$ cat src/rtl/bp_pkg.sv
// bp_pkg: shared counter type, mode constants and counter step function for the branch predictor
package bp_pkg;
   typedef logic [1:0] ctr_t;
   localparam ctr_t CTR_SNT = 2'd0;
   localparam ctr_t CTR_WNT = 2'd1;
   localparam ctr_t CTR_WT  = 2'd2;
   localparam ctr_t CTR_ST  = 2'd3;
   localparam int BP_BIMODAL = 0;
   localparam int BP_GSHARE  = 1;
   function automatic ctr_t ctr_next(ctr_t c, logic taken);
      return taken ? ((c == CTR_ST) ? c : c + 2'd1) : ((c == CTR_SNT) ? c : c - 2'd1);
   endfunction
endpackage

$ cat src/rtl/branch_predictor_if.sv
// branch_predictor_if: fetch lookup, EX training and perf counter signals of the predictor
interface branch_predictor_if #(parameter int XLEN = 16, parameter int CNT_W = 16);
   logic [XLEN-1:0]  pc;
   logic             pred_taken;
   logic [XLEN-1:0]  pred_target;
   logic             upd_valid;
   logic [XLEN-1:0]  upd_pc;
   logic             upd_taken;
   logic [XLEN-1:0]  upd_target;
   logic             upd_mispred;
   logic [CNT_W-1:0] cnt_branch;
   logic [CNT_W-1:0] cnt_miss;
   modport master (output pc, upd_valid, upd_pc, upd_taken, upd_target, upd_mispred,
                   input pred_taken, pred_target, cnt_branch, cnt_miss);
   modport slave (input pc, upd_valid, upd_pc, upd_taken, upd_target, upd_mispred,
                  output pred_taken, pred_target, cnt_branch, cnt_miss);
endinterface

$ cat src/rtl/bp_sat_counter.sv
// bp_sat_counter: up-counter with enable that sticks at all-ones
module bp_sat_counter #(parameter int W = 16) (
   input  logic         clk,
   input  logic         reset,
   input  logic         en,
   output logic [W-1:0] q
);
   always_ff @(posedge clk)
      if (reset) q <= '0;
      else if (en && !(&q)) q <= q + 1'b1;
endmodule

$ cat src/rtl/branch_predictor.sv
// branch_predictor: direct-mapped BTB plus 2-bit counter table, bimodal or gshare indexed
module branch_predictor
   import bp_pkg::*;
#(
   parameter int XLEN     = 16,
   parameter int IDX_BITS = 4,
   parameter int TAG_BITS = 4,
   parameter int GHR_BITS = 4,
   parameter int MODE     = 0,
   parameter int CNT_W    = 16
) (
   input logic              clk,
   input logic              reset,
   branch_predictor_if.slave bus
);
   localparam int N = 1 << IDX_BITS;
   logic [N-1:0]        valid;
   logic [TAG_BITS-1:0] tag [N];
   logic [XLEN-1:0]     target [N];
   ctr_t                ctr [N];
   logic [GHR_BITS-1:0] ghr;
   logic [IDX_BITS-1:0] ghr_x, r_bidx, r_cidx, u_bidx, u_cidx;
   logic [TAG_BITS-1:0] r_tag, u_tag;
   logic                hit;
   assign ghr_x  = IDX_BITS'(ghr);
   assign r_bidx = bus.pc[IDX_BITS-1:0];
   assign u_bidx = bus.upd_pc[IDX_BITS-1:0];
   assign r_tag  = bus.pc[IDX_BITS +: TAG_BITS];
   assign u_tag  = bus.upd_pc[IDX_BITS +: TAG_BITS];
   assign r_cidx = (MODE == BP_GSHARE) ? r_bidx ^ ghr_x : r_bidx;
   assign u_cidx = (MODE == BP_GSHARE) ? u_bidx ^ ghr_x : u_bidx;
   // Lookup reads only registered state, so a same-cycle update is seen next cycle
   always_comb begin
      hit             = valid[r_bidx] && (tag[r_bidx] == r_tag);
      bus.pred_taken  = hit && ctr[r_cidx][1];
      bus.pred_target = bus.pred_taken ? target[r_bidx] : '0;
   end
   always_ff @(posedge clk)
      if (reset) begin
         valid <= '0;
         ghr   <= '0;
         for (int i = 0; i < N; i++) ctr[i] <= CTR_WNT;
      end else if (bus.upd_valid) begin
         ctr[u_cidx] <= ctr_next(ctr[u_cidx], bus.upd_taken);
         ghr         <= (ghr << 1) | GHR_BITS'(bus.upd_taken);
         if (bus.upd_taken) valid[u_bidx] <= 1'b1;
      end
   // Payload needs no reset: it is only observed behind a valid bit
   always_ff @(posedge clk)
      if (!reset && bus.upd_valid && bus.upd_taken) begin
         tag[u_bidx]    <= u_tag;
         target[u_bidx] <= bus.upd_target;
      end
   bp_sat_counter #(.W(CNT_W)) u_branch (
      .clk   (clk),
      .reset (reset),
      .en    (bus.upd_valid),
      .q     (bus.cnt_branch)
   );
   bp_sat_counter #(.W(CNT_W)) u_miss (
      .clk   (clk),
      .reset (reset),
      .en    (bus.upd_valid && bus.upd_mispred),
      .q     (bus.cnt_miss)
   );
endmodule

$ cat src/flat_wrapper.sv
// flat-port wrapper written by rule: the top's interface ports become plain ports
module branch_predictor_flat import bp_pkg::*;
#(
   parameter int XLEN     = 16,
   parameter int IDX_BITS = 4,
   parameter int TAG_BITS = 4,
   parameter int GHR_BITS = 4,
   parameter int MODE     = 0,
   parameter int CNT_W    = 16
)
  (clk, reset, bus_pc, bus_upd_valid, bus_upd_pc, bus_upd_taken, bus_upd_target, bus_upd_mispred, bus_pred_taken, bus_pred_target, bus_cnt_branch, bus_cnt_miss);
  branch_predictor_if #(.XLEN(XLEN), .CNT_W(CNT_W)) bus_i ();
  input logic clk;
  input logic reset;
  input wire logic [$bits(bus_i.pc)-1:0] bus_pc;
  input wire logic [$bits(bus_i.upd_valid)-1:0] bus_upd_valid;
  input wire logic [$bits(bus_i.upd_pc)-1:0] bus_upd_pc;
  input wire logic [$bits(bus_i.upd_taken)-1:0] bus_upd_taken;
  input wire logic [$bits(bus_i.upd_target)-1:0] bus_upd_target;
  input wire logic [$bits(bus_i.upd_mispred)-1:0] bus_upd_mispred;
  output wire logic [$bits(bus_i.pred_taken)-1:0] bus_pred_taken;
  output wire logic [$bits(bus_i.pred_target)-1:0] bus_pred_target;
  output wire logic [$bits(bus_i.cnt_branch)-1:0] bus_cnt_branch;
  output wire logic [$bits(bus_i.cnt_miss)-1:0] bus_cnt_miss;
  assign bus_i.pc = bus_pc;
  assign bus_i.upd_valid = bus_upd_valid;
  assign bus_i.upd_pc = bus_upd_pc;
  assign bus_i.upd_taken = bus_upd_taken;
  assign bus_i.upd_target = bus_upd_target;
  assign bus_i.upd_mispred = bus_upd_mispred;
  assign bus_pred_taken = bus_i.pred_taken;
  assign bus_pred_target = bus_i.pred_target;
  assign bus_cnt_branch = bus_i.cnt_branch;
  assign bus_cnt_miss = bus_i.cnt_miss;
  branch_predictor #(.XLEN(XLEN), .IDX_BITS(IDX_BITS), .TAG_BITS(TAG_BITS), .GHR_BITS(GHR_BITS), .MODE(MODE), .CNT_W(CNT_W)) u_core (.clk(clk), .reset(reset), .bus(bus_i));
endmodule
$ cat config.mk
export PLATFORM = sky130hd
export DESIGN_NAME = branch_predictor_flat
export DESIGN_NICKNAME = d
export VERILOG_FILES = /design/src/rtl/bp_pkg.sv /design/src/rtl/branch_predictor_if.sv /design/src/rtl/bp_sat_counter.sv /design/src/rtl/branch_predictor.sv /design/src/flat_wrapper.sv
export SDC_FILE = /design/constraint.sdc
export NUM_CORES = 1
export LEC_CHECK = 0
export CAP_MARGIN = 20
export CELL_PAD_IN_SITES_DETAIL_PLACEMENT = 0
export CELL_PAD_IN_SITES_GLOBAL_PLACEMENT = 1
export CORE_ASPECT_RATIO = 0.8
export CORE_UTILIZATION = 26
export CTS_CLUSTER_SIZE = 8
export DETAILED_ROUTE_END_ITERATION = 8
export PLACE_DENSITY_LB_ADDON = 0.1
export SETUP_SLACK_MARGIN = 0.05
export SKIP_CTS_REPAIR_TIMING = 1
export SLEW_MARGIN = 20
export SYNTH_ARGS = -nofsm -noshare
export SYNTH_HDL_FRONTEND = slang
export SYNTH_HIERARCHICAL = 1
export SYNTH_SLANG_ARGS = --single-unit
$ cat constraint.sdc
create_clock -name clk -period 8.7 [get_ports clk]
set_input_delay 0.87 -clock clk [delete_from_list [all_inputs] [get_ports clk]]
set_output_delay 0.87 -clock clk [all_outputs]
set_load 0.01 [all_outputs]
==> results of run 1 <==
==> layer usage <==
metal  routed length, um  vias up
li1                    -     3973
met1               20600     4641
met2               20500      166
met3                1930       51
met4                 679        0
met5                   0        -
==> synthesized netlist by cell type, types with 9 or more instances <==
| master | instances | area [um2] |
|---|---|---|
| a21o_1 | 16 | 120 |
| a21oi_1 | 15 | 75.1 |
| buf_2 | 15 | 75.1 |
| clkbuf_1 | 21 | 78.8 |
| dfxtp_1 | 48 | 961 |
| edfxtp_1 | 352 | 10600 |
| mux2i_1 | 27 | 270 |
| mux4_2 | 98 | 2210 |
| nand2_1 | 41 | 154 |
| nand3_1 | 22 | 110 |
| nand4_1 | 10 | 62.6 |
| nor2_1 | 38 | 143 |
| nor2b_1 | 10 | 62.6 |
| nor3_1 | 34 | 170 |
| nor3b_1 | 9 | 67.6 |
| nor3b_2 | 9 | 113 |
| nor4_1 | 15 | 93.8 |
| o21ai_0 | 17 | 85.1 |
==> critical path, stage by stage <==
cell             delay, ns
buf_4                 0.60
buf_4                 0.73
mux2i_1               0.20
mux4_2                0.48
mux2i_1               0.21
xnor2_1               0.20
nand3_4               0.42
nor3b_1               0.58
clkdlybuf4s50_1       0.63
==> sequential cells by signal (all words and copies together), names as in the netlist <==
name	cells
u_core/target	256
u_core/tag	64
u_core/u_branch/q	16
u_core/u_miss/q	16
u_core/valid	16
u_core/ctr	32
==> final cells by class <==
| cell class | instances | area [um2] | share of cell area |
|---|---|---|---|
| antenna | 1 | 2.50 | 0.000126 |
| clock buffer | 86 | 1510 | 0.0761 |
| clock inverter | 5 | 80.1 | 0.00403 |
| inverter | 7 | 26.3 | 0.00132 |
| multi-input combinational | 456 | 4650 | 0.234 |
| sequential | 400 | 11500 | 0.580 |
| tap | 840 | 1050 | 0.0528 |
| timing repair buffer | 111 | 1030 | 0.0520 |
==> through the flow <==
step | cell area, um2 | std cells | util | total power, W | hold slack (ns)
global placement | 18300 | 1814 | 0.292 | 0.00239 | 0.428
global route | 19900 | 1905 | 0.318 | 0.00453 | 0.468
detailed placement | 18300 | 1814 | 0.292 | 0.00239 | 0.439
finish | 19900 | 1906 | 0.318 | 0.00436 | 0.453
CTS | 19900 | 1905 | 0.318 | 0.00445 | 0.453
floorplan | 16400 | 919 | - | 0.00229 | 0.418
==> layout by cell type (no fill, tap or decap), types with 3 or more instances in the layout <==
cell | Yosys | final
clkbuf_16 | 0 | 56
buf_4 | 7 | 27
and3_1 | 4 | 4
or4_1 | 6 | 6
nor3b_1 | 9 | 9
nor4_2 | 0 | 4
nor3_2 | 1 | 13
nor3b_2 | 9 | 9
a2111oi_0 | 3 | 3
clkdlybuf4s50_1 | 0 | 81
inv_1 | 6 | 6
a21oi_1 | 15 | 15
mux2_2 | 4 | 4
o31ai_1 | 8 | 8
o21ai_0 | 17 | 17
a22oi_1 | 4 | 4
nand3_1 | 22 | 22
xnor2_1 | 7 | 7
or3_1 | 5 | 5
xor2_1 | 4 | 4
or2_2 | 6 | 6
nand3b_1 | 3 | 3
and4_1 | 6 | 6
mux4_2 | 98 | 98
nand4_1 | 10 | 10
a21o_1 | 16 | 16
nor4_1 | 15 | 11
clkbuf_1 | 21 | 30
mux2i_1 | 27 | 27
nor3_1 | 34 | 22
edfxtp_1 | 352 | 352
a311oi_1 | 3 | 3
nor2b_1 | 10 | 10
nand2_1 | 41 | 41
nor2_1 | 38 | 38
dfxtp_1 | 48 | 48
==> power breakdown <==
part	leakage (nW)	total, W	internal (W)	switching (W)
Sequential	3.55	0.00211	0.00211	0.00000772
Combinational	1.87	0.000227	0.0000930	0.000134
Clock	0.765	0.00202	0.00121	0.000809
Total	6.19	0.00436	0.00341	0.000951
==> worst paths after layout <==
kind	to	slack (ns)
worst min-delay path	u_core/valid[9]	0.45
worst max-delay path	bus_pred_target[15]	2.82
worst max register to register	u_core/ctr[4][0]	6.28
worst min register to register	u_core/valid[9]	0.45
==> kinds of logic after synthesis <==
kind of cell | share of synthesized area
DFF | 0.702
and+or+nand+nor | 0.0798
muxes | 0.154
AOI/OAI and AO/OA | 0.0349
buffers and inverters | 0.0206
xor gates and xnor gates | 0.00586
adders and majority gates | 0.00274
==> out/results.txt, run 1 <==
status: complete, no violations
post-route ant nets: 0
Peak Freq: 170 MHz
Worst Setup SP: bus_pc[2]
initial drt markers: 538
global route hottest layer: met2
P&R area growth vs syn: 21.0%
WL per Instance: 22.9 um
vias in the first global route: 9121
die height: 227 um
met3 usage: 0.0295
clk_skew: 0.0150 ns
maxcap violations: 0
Synth Net Count: 974
final worst slack: 2.82 ns
clock buffer depth: 3
core area: 62600 um2
GR Util All Layers: 0.137
1st-pass router iterations: 4
maximum VDD drop: 123 uV
vias: 8831
post-DP HPWL: 23400 um
initial antenna violation count: 1
min-delay src: u_core/valid[9]
number of cells on the worst reg-to-reg path: 5
PortBufs: 85
Rel. slew slack: 0.297
Ports: 102
Avg Cell Area, Syn: 17.9 um2
fin crit period: 5.88 ns
Worst EP arrival: 5.01 ns
worst slack at placement: 2.70 ns
Worst Path Class, Setup: input pin to primary output
worst-path maximum fanout: 48
Post-synth EDFFs: 352
largest net degree at the start of global routing: 61
GRT met2 Usage: 0.221
reg2reg start: u_core/ctr[6][1]
crit path capture type: primary output
WL final: 43600 um
share of cells above drive strength 1: 0.221
Hold WC Path Type: flip-flop to flip-flop
num rows: 82
RSZ-0062 raised after global routing: no
Final Hold Fails: 0
Startpoint Class: input pin
Initial Util: 0.263
Root Buffer: clkbuf_16
Layout fillers: 6202
Leak: 6.19 nW
Synth Register Bits: 400
Tcrit/Tclk final: 0.675
Crit path required time: 7.83 ns
Synth cell types: 57
Mapped Cells: 919
# clock sinks: 400
gpl congestion: 0.678
Residual DRC: 0
grt total ovfl: 0
Vias/cell: 4.63
Chip Width: 283 um
Worst-path clk slew: 0.05 ns
final net count: 1087
die area: 64200 um2
Pwr per Cell Area: 219 nW/um2
clk_lat worst skew: 0.60 ns
async set-reset flop share out of synthesis: 0
TritonCTS Buffers: 56
post-route setup TNS: 0 ns
area of the mapped netlist: 16400 um2
post-synthesis sequential area ratio: 0.702
Synthesis Warnings: 6
Max Slew Vio Count: 0
CTS tree: yes
wire length of the first global-routing pass: 64100 um
H-tree depth: 2
met1 Resource Use GR: 0.187
commonest register cell after synthesis: edfxtp_1
final setup fails: 0
Worst-Margin Slew: 1.05 ns
hold depth: 1
No activity file was read; power rests on OpenSTA's default activity.
==> run 2: changes to the inputs <==
==> constraint.sdc (replaced) <==
create_clock -name clk -period 5 [get_ports clk]
set_input_delay 0.5 -clock clk [delete_from_list [all_inputs] [get_ports clk]]
set_output_delay 0.5 -clock clk [all_outputs]
set_load 0.01 [all_outputs]
==> run 2 against run 1 <==
Critical path depth shrank 1. Clock skew is 0.00052 ns higher. Combinational power rose by 78%. Sequential power is 74% higher. Clock power is 71% higher. Via count barely moved. Global-route usage increased by 0.22 points. Cell count up 1.3%. Sequential share of layout area is 0.45 points lower. Sequential cell count stayed put. Die area is the same. Cell area up 0.79%.
==> out/results.txt, run 2 (synthesis results as in run 1) <==
final setup fails: 0 (unchanged)
initial drt markers: 454 (was 538)
met1 Resource Use GR: 0.189 (was 0.187)
PortBufs: 85 (unchanged)
global route hottest layer: met2 (unchanged)
max reg flops: 256 (unchanged)
GR Util All Layers: 0.139 (was 0.137)
clk_skew: 0.0156 ns (was 0.0150 ns)
# clock sinks: 400 (unchanged)
die height: 227 um (unchanged)
Final Hold Fails: 0 (unchanged)
crit path capture type: primary output (unchanged)
non-filler cells in the finished layout: 1930 (was 1906)
core area: 62600 um2 (unchanged)
WL final: 44100 um (was 43600 um)
Top Family by Delay on Critical Path: buffers and inverters (unchanged)
Worst-path clk slew: 0.05 ns (about the same)
most flop-heavy register: u_core/target (unchanged)
wire length of the first global-routing pass: 65300 um (was 64100 um)
fin crit period: 4.08 ns
H-tree depth: 2 (unchanged)
final net count: 1110 (was 1087)
area of the multi-input gates: 4650 um2 (unchanged)
grt total ovfl: 0 (unchanged)
RSZ-0062 raised after global routing: no (unchanged)
post-route setup TNS: 0 ns (unchanged)
Vias/cell: 4.57 (was 4.63)
Hold WC Path Type: flip-flop to flip-flop (unchanged)
post-route ant nets: 0 (unchanged)
met3 usage: 0.0260 (was 0.0295)
Pwr per Cell Area: 376 nW/um2 (was 219 nW/um2)
min-delay src: u_core/valid[8] (was u_core/valid[9])
GRT met2 Usage: 0.228 (was 0.221)
Rel. slew slack: 0.386 (was 0.297)
Peak Freq: 245 MHz
vias: 8824 (was 8831)
1st-pass router iterations: 6 (was 4)
Leak: 6.29 nW (was 6.19 nW)
maxcap violations: 0 (unchanged)
Tcrit/Tclk final: 0.815
Initial Util: 0.263 (unchanged)
Residual DRC: 0 (unchanged)
most frequent CP cell: buf_4
Reg area: 11500 um2 (unchanged)
die area: 64200 um2 (unchanged)
Worst Path Class, Setup: input pin to primary output (unchanged)
initial antenna violation count: 1 (unchanged)
total power: 0.00753 W (was 0.00436 W)
Chip Width: 283 um (unchanged)
Crit-path slowest cell: clkdlybuf4s50_1 (was buf_4)
CP cell instances: buf_4 > buf_4 > mux4_2 > mux2_4 > nor3_4 > nand3_4 > nor3b_1 > clkdlybuf4s50_1 (was buf_4 > buf_4 > mux2i_1 > mux4_2 > mux2i_1 > xnor2_1 > nand3_4 > nor3b_1 > clkdlybuf4s50_1)
Ports: 102 (unchanged)
P&R area growth vs syn: 22.0% (was 21.0%)
commonest non-fill, non-tap cells in the layout: 352 x edfxtp_1, 98 x mux4_2, 81 x clkdlybuf4s50_1 (unchanged)
Root Buffer: clkbuf_16 (unchanged)
post-DP HPWL: 26100 um (was 23400 um)
commonest non-fill, non-tap cell in the layout: edfxtp_1 (unchanged)
gpl congestion: 0.693 (was 0.678)
WL per Instance: 22.8 um (was 22.9 um)
status: complete, no violations (unchanged)
CP bufs+invs: 3 (unchanged)
maximum VDD drop: 231 uV (was 123 uV)
Crit path required time: 4.50 ns (was 7.83 ns)
vias in the first global route: 9418 (was 9121)
reg2reg start: u_core/ctr[7][1] (was u_core/ctr[6][1])
largest net degree at the start of global routing: 51 (was 61)
Max Slew Vio Count: 0 (unchanged)
CTS tree: yes (unchanged)
worst-path maximum fanout: 27 (was 48)
Startpoint Class: input pin (unchanged)
Worst EP arrival: 3.58 ns (was 5.01 ns)
Top Registers: u_core/target (256), u_core/tag (64), u_core/ctr (32) (unchanged)
num rows: 82 (unchanged)
clk_lat worst skew: 0.60 ns (about the same)
CP max stage delay: 0.68 ns (was 0.73 ns)
clock buffer depth: 3 (unchanged)
Worst Setup SP: bus_pc[2] (unchanged)
placed instance count: 1837 (was 1814)
Worst-Margin Slew: 0.913 ns (was 1.05 ns)
share of cells above drive strength 1: 0.236 (was 0.221)
Layout fillers: 6134 (was 6202)
TritonCTS Buffers: 56 (unchanged)
[run 2: worst paths after layout]
kind | endpoint | slack (ns) | cells past startpoint
max | bus_pred_target[0] | 0.92 | 8
min | u_core/valid[8] | 0.45 | 1
max reg2reg | u_core/ctr[11][1] | 2.64 | 5
min reg2reg | u_core/valid[8] | 0.45 | 1
[run 2: layout make-up]
cell class | instances | share of cell area
clock buffer | 88 | 0.0759
multi-input combinational | 456 | 0.232
sequential | 400 | 0.575
timing repair buffer | 134 | 0.0602
clock inverter | 4 | 0.00281
antenna | 1 | 0.000125
inverter | 7 | 0.00131
tap | 840 | 0.0524
[run 2: worst reg2reg max path, cell delays in order, from the launching register on]
cell      delay, ns
edfxtp_1       0.40
mux4_2         0.49
a22oi_1        0.22
and3_1         0.21
maj3_1         0.64
nor3_1         0.11
[run 2: layer usage]
layer / vias up / wire (um) / part of all wire
met3: 66 / 1790 / 0.041
met5: - / 0 / 0
li1: 4028 / - / -
met2: 154 / 20600 / 0.47
met1: 4576 / 20800 / 0.47
met4: 0 / 871 / 0.020
[run 2: per-stage QoR]
stage                     hold slack, ns  setup WS, ns  instance area (um2)   util
final                              0.447         0.923                20000  0.320
after global routing               0.460         0.750                20000  0.320
after CTS                          0.451         0.858                20000  0.320
after detailed placement           0.436         0.874                18500  0.295
after global placement             0.432         0.850                18500  0.295
after floorplan                    0.418          1.35                16400      -
[run 2: power breakdown]
| part | total [W] | switching, W | internal (W) |
|---|---|---|---|
| clock | 0.00345 | 0.00139 | 0.00206 |
| combinational | 0.000403 | 0.000234 | 0.000168 |
| sequential | 0.00368 | 0.0000130 | 0.00367 |
